`config.mk`:
```
export PLATFORM = sky130hd
export DESIGN_NAME = unified_mem_arbiter
export DESIGN_NICKNAME = d
export VERILOG_FILES = /design/src/rtl/unified_mem_arbiter.sv
export SDC_FILE = /design/constraint.sdc
export NUM_CORES = 1
export LEC_CHECK = 0
export CAP_MARGIN = 15
export CORE_AREA = 2 2 203 205
export CTS_CLUSTER_DIAMETER = 200
export DETAILED_ROUTE_END_ITERATION = 8
export DIE_AREA = 0 0 205 207
export GPL_TIMING_DRIVEN = 0
export PLACE_DENSITY = 0.64
export SYNTH_ARGS = -nofsm -noshare
export SYNTH_HDL_FRONTEND = slang
export SYNTH_SLANG_ARGS = --single-unit
```
`constraint.sdc`:
```
create_clock -name clk -period 3.98 [get_ports clk]
set_input_delay 0.796 -clock clk [delete_from_list [all_inputs] [get_ports clk]]
set_output_delay 0.796 -clock clk [all_outputs]
set_load 0.05 [all_outputs]
```
`src/rtl/unified_mem_arbiter.sv`:
```
// unified_mem_arbiter: shares one single-port memory between fetch and data stages; ARB_STATS_EN adds grant/conflict counters
module unified_mem_arbiter #(
    parameter int ADDR_W       = 64,
    parameter int DATA_W       = 64,
    parameter int STARVE_LIMIT = 4,
    parameter int TIMEOUT      = 15
) (
    input  logic              clk,
    input  logic              rst,
`ifdef ARB_STATS_EN
    output logic [31:0]       f_grants,
    output logic [31:0]       m_grants,
    output logic [31:0]       conflicts,
`endif
    input  logic              f_req,
    input  logic [ADDR_W-1:0] f_addr,
    output logic [DATA_W-1:0] f_rdata,
    output logic              f_valid,
    output logic              f_error,
    output logic              F_stall,
    input  logic              m_req,
    input  logic              m_wr,
    input  logic [ADDR_W-1:0] m_addr,
    input  logic [DATA_W-1:0] m_wdata,
    output logic [DATA_W-1:0] m_rdata,
    output logic              m_valid,
    output logic              m_error,
    output logic              M_stall,
    output logic              mem_req,
    output logic              mem_wr,
    output logic [ADDR_W-1:0] mem_addr,
    output logic [DATA_W-1:0] mem_wdata,
    input  logic [DATA_W-1:0] mem_rdata,
    input  logic              mem_ack
);
    localparam int SW = $clog2(STARVE_LIMIT + 1);
    localparam int TW = $clog2(TIMEOUT + 1);
    localparam logic [SW-1:0] SLIM = SW'(STARVE_LIMIT);
    localparam logic [TW-1:0] TLIM = TW'(TIMEOUT);

    typedef enum logic [1:0] {IDLE, F_BUSY, M_BUSY} state_t;

    state_t        state, state_n;
    logic [SW-1:0] starve;
    logic [TW-1:0] tcnt;
    logic          busy, done_ok, done_to, done, grant_f, grant_m, grant;

    always_comb begin
        busy    = state != IDLE;
        done_ok = busy & mem_ack;
        // an ack arriving on the very cycle the count hits the limit still wins
        done_to = busy & ~mem_ack & (tcnt == TLIM);
        done    = done_ok | done_to;
        grant_f = (state == IDLE) & f_req & (~m_req | (starve >= SLIM));
        grant_m = (state == IDLE) & m_req & ~grant_f;
        grant   = grant_f | grant_m;
        state_n = grant_f ? F_BUSY : grant_m ? M_BUSY : done ? IDLE : state;
    end

    always_ff @(posedge clk) begin
        if (rst) begin
            state     <= IDLE;
            starve    <= '0;
            tcnt      <= '0;
            mem_req   <= 1'b0;
            mem_wr    <= 1'b0;
            mem_addr  <= '0;
            mem_wdata <= '0;
            f_rdata   <= '0;
            f_valid   <= 1'b0;
            f_error   <= 1'b0;
            m_rdata   <= '0;
            m_valid   <= 1'b0;
            m_error   <= 1'b0;
        end else begin
            state   <= state_n;
            tcnt    <= (grant | ~busy | mem_ack) ? '0 : tcnt + 1'b1;
            starve  <= grant_f ? '0 : (grant_m & f_req & (starve != SLIM)) ? starve + 1'b1 : starve;
            f_valid <= (state == F_BUSY) & done;
            f_error <= (state == F_BUSY) & done_to;
            m_valid <= (state == M_BUSY) & done;
            m_error <= (state == M_BUSY) & done_to;
            if (grant) begin
                mem_req   <= 1'b1;
                mem_wr    <= grant_m & m_wr;
                mem_addr  <= grant_f ? f_addr : m_addr;
                mem_wdata <= grant_m ? m_wdata : '0;
            end else if (done) begin
                mem_req <= 1'b0;
                mem_wr  <= 1'b0;
            end
            if (state == F_BUSY && done)
                f_rdata <= done_ok ? mem_rdata : '0;
            // a successful write leaves the last read value in place
            if (state == M_BUSY && (done_to || (done_ok && !mem_wr)))
                m_rdata <= done_ok ? mem_rdata : '0;
        end
    end

    always_comb begin
        F_stall = f_req & ~f_valid;
        M_stall = m_req & ~m_valid;
    end

`ifdef ARB_STATS_EN
    always_ff @(posedge clk) begin
        if (rst) begin
            f_grants  <= '0;
            m_grants  <= '0;
            conflicts <= '0;
        end else begin
            if (state == F_BUSY && done_ok && f_grants != '1)
                f_grants <= f_grants + 1'b1;
            if (state == M_BUSY && done_ok && m_grants != '1)
                m_grants <= m_grants + 1'b1;
            if (state == IDLE && f_req && m_req && conflicts != '1)
                conflicts <= conflicts + 1'b1;
        end
    end
`endif
endmodule
```
# == Word level (Yosys, flattened, before mapping) ==
# Index checks and enable logic that the tools add are counted.
# op_classes
add_sub_neg,2
mul,0
div_mod_pow,0
order_cmp,1
eq_ne,4
n_shift,0
muxes,9
bitwise,27
reduce_logical,12
# op_table
op,count
64-bit two-way mux,3
1-bit bitwise AND,16
1-bit inverter,6
2-bit nonzero test,3
1-bit OR,5
4-bit by 1-bit adder with 4-bit output (second input constant),1
4-bit == test (second input constant),1
1-bit two-way mux,4
2-bit two-way mux,2
2-bit OR reduction,2
3-bit by 1-bit adder with 3-bit output (second input constant),1
3-bit >= comparator (second input constant),1
1-bit logical AND,3
3-bit != test (second input constant),1
3-bit nonzero test,1
2-bit by 1-bit == test with 1-bit output (second input constant),1
2-bit == test (second input constant),1
2-bit logical NOT,1
1-bit logical NOT,1
1-bit logical OR,1
# totals
ff_bits,271
latchBits,0
ram_bits,0
romBits,0
inputBits,262
out_inout_bits,264
wordCells,69
memories,0

# == Longest topological paths before layout ==
# logic_depth
ltp_word,9
depth_mapped,8
ltp_nobuf,4

# == Worst setup path after synthesis ==
# OpenSTA, ideal clock, no wires.
# synth_path
path_type,in2out
startpoint,input m_req
endpoint,output M_stall
arrival_time_ns,2.229
required_ns,3.184
setup_slack_ns,0.955
path_stages,4
n_path_buf,3
cell_sequence,buf_2 > clkbuf_1 > buf_1 > nor2b_1
# synth_via
elab_chain_cells,1
# synth_lines
element,line,text
"start, declared",21,"input logic m_req,"
1-bit bitwise AND,102,M_stall = m_req & ~m_valid;
"end, declared",28,"output logic M_stall,"
# No other way between the ends.

# == Worst setup path in the final report ==
# Same ends and word-level chain as after synthesis.

==> metrics.yaml <==
power:
  p_per_area_nw_per_um2: 451
  peakVddDrop_mv: 0.345
  switching_share_pct: 32.5
  internal_power_mw: 5.45
  power_switching_mw: 2.63
  p_clk_share_pct: 37.5
  p_seq_share_pct: 37.2
  p_leak_nw: 5.97
  p_total_mw: 8.08
  p_comb_share_pct: 25.3
cts:
  cts_buffers: 31
  cts_setup_buffers: 0
  cts.sinks: 271
  clk_path_buf_depth: 3
  cts-root-buf: "clkbuf_16"
  clk_latency_ns: 0.59
  cts.clk_slew.worst_paths_ns: 0.06
  cts_tree: "yes"
  htree_levels: 1
  cts_resized: 0
  holdBufCountCts: 0
timing:
  worstMarginPinSlew_ns: 0.841
  relSlewSlack_pct: 44.0
  finalCritPeriodShare_pct: 84.8
  setup_tns_ns: 0
  hold_violations: 0
  slew_viol_final: 0
  fin_skew_ns: 0.0104
  fin_crit_ns: 3.37
  finalSetupViolCount: 0
  max_clock_freq_mhz: 296
  rsz0062_at_grt: "false"
  hold_ws_ns: 0.465
worst_setup_path:
  cp-end-kind: "output pin"
  crit_end: "M_stall"
  r2r_end: "mem_wdata[51]"
  r2r_setup_slack_ns: 1.45
  crit_type: "primary input to output pin"
  crit_fanout: 17
  cp.required_ns: 3.18
  reg2regPathDepth: 6
  critical_path.startpoint: "m_req"
  start_kind: "primary input"
  r2r-start: "state[1]"
  arrival_ns: 2.58
detailed_routing:
  highest_layer: "met4"
  routedLengthMet1_um: 20400
  drtPass1Iterations: 5
  via_per_inst: 5.35
  post-route-drc-count: 0
  drt_iter0_drc: 833
  routed_wl_um: 50100
  drt-wirelength-per-cell_um: 21.7
  wl_met2_um: 23400
  vias: 12300
  route.met3.wl_um: 3900
  postRouteAntennaNets: 0
global_route:
  grt_pass1_vias: 12200
  antenna_found_initial: 6
  grt_usage_pct: 22.4
  overflow: 0
  grt_pass1_wl_um: 74400
  grt_max_degree: 17
status:
  status: "complete, no violations"
die:
  core_um2: 40400
  start_util_pct: 27.0
  die_y_um: 207
  io_pins: 526
  die_w_um: 205
  std_cell_rows: 74
  design.die.area_um2: 42400
synth:
  synth_cell_types: 39
  yosysTopAreaCell: "dfxtp_1"
  syn_inst: 1192
  syn_avg_cell_area_um2: 9.16
  ys_seq_area_share_pct: 49.7
  yosysTopAreaCellShare_pct: 49.7
  synth_top_cells_by_area: "dfxtp_1, a21oi_1, a22o_1"
  syn_nets: 1457
  yosysWarnings: 0
  synth_seq_cells: 271
  syn_area_um2: 10900
placed_design:
  dpl.hpwl_um: 37800
  place_congestion: 0.897
  port_buffers: 522
  placedCellCount: 2247
final_layout:
  multi_input_area_um2: 4810
  fin_nets: 2012
  drive_gt1_share_pct: 4.46
  instances_no_fill: 2308
  register_area_um2: 5430
  num-fill-cells: 3963
  area_delta_synth_final_pct: 64.1
min_path:
  hold_path.class: "register to register"
flow_run:
  maxCapViolations: 0
-- power by group through the flow --
stage                     combinational, mW  clock [mW]  sequential, mW
after floorplan                       0.551           0            3.65
after global placement                 2.02           0            3.05
after detailed placement               2.04           0            3.06
after CTS                              2.05        3.09            3.00
after global routing                   2.15        3.22            3.02
final                                  2.04        3.03            3.00
-- worst max-delay path: stages --
cell	delay (ns)
buf_2	0.37
buf_1	0.41
nor2b_1	0.18
clkdlybuf4s50_1	0.80
-- layout make-up --
class,instances,share of cell area [%]
diodes,6,0.0838
clock buffers,44,5.16
clock inverters,12,0.880
flip-flops and latches,271,30.3
multi-input cells,757,26.8
plain buffers,159,3.74
repair buffers,523,29.2
inverters,4,0.0838
well taps,532,3.72
-- metrics by stage --
step	util [%]	setup WS [ns]	instance area, um2
6_report	44.4	0.607	17900
5_1_grt	44.4	0.440	17900
4_1_cts	44.3	0.156	17900
3_5_place_dp	41.7	0.149	16800
3_3_place_gp	41.6	0.169	16800
2_1_floorplan	-	0.955	10900
-- cells in the mapped netlist, drive strengths merged --
library cell and instances:
xnor2 1, a41o 1, o21bai 1, a22o 64, nor4bb 1, dfxtp 271
or2 2, nor3 69, a21oi 197, a22oi 65, clkbuf 130, ha 3
nand2 4, buf 30, a31oi 1, a41oi 1, nor4 65, nand4 2
and4 1, a211oi 1, o31ai 1, nand3 66, a2111oi 64, xor2 1
nor2 6, nand2b 2, nor2b 3, a31o 3, o211ai 64, and3 1
o21ai 65, or3 1, inv 4, nor3b 1
-- cell usage in the layout (no fill, tap or decap), drive strengths merged, types with 3 or more instances in the layout --
cell / instances
nor3: 69
a22oi: 65
bufinv: 3
nand2: 4
o21ai: 65
nand3: 66
dfxtp: 271
a31o: 3
nor4: 65
clkinv: 8
nor2: 6
inv: 5
buf: 31
a22o: 64
clkbuf: 173
diode: 6
ha: 3
nor2b: 3
a21oi: 197
o211ai: 64
a2111oi: 64
clkdlybuf4s50: 522
-- worst min-delay path by stage --
stage,start,end,depth (start not counted)
detailed placement,tcnt[0],tcnt[0],1
global route,tcnt[0],tcnt[0],1
CTS,tcnt[0],tcnt[0],1
floorplan,tcnt[0],tcnt[0],1
global placement,tcnt[0],tcnt[0],1
finish,tcnt[0],tcnt[0],1
-- registers in the layout, indices dropped and copies added, names as in the netlist --
name       count
mem_req        1
m_valid        1
starve         3
mem_wr         1
mem_wdata     64
mem_addr      64
state          2
tcnt           4
f_rdata       64
m_rdata       64
m_error        1
f_error        1
f_valid        1
-- cell families (layout without fill, tap and decap cells) --
kind of cell / after synthesis / count (layout) / share of synthesized area, %
xor gates and xnor gates: 2 / 2 / 0.160
DFF: 271 / 271 / 49.7
and+or+nand+nor: 224 / 224 / 11.1
other: 0 / 6 / 0
buffers and inverters: 164 / 742 / 6.30
AOI/OAI and AO/OA: 528 / 528 / 32.4
adders and majority gates: 3 / 3 / 0.344
-- routing by layer --
| layer | track usage, % | vias to the layer above |
|---|---|---|
| met3 | 5.57 | 129 |
| met4 | 11.3 | 0 |
| met5 | 0 | - |
| met2 | 36.3 | 529 |
| met1 | 27.5 | 5935 |
| li1 | - | 5752 |
(Power assumes the default switching activity.)
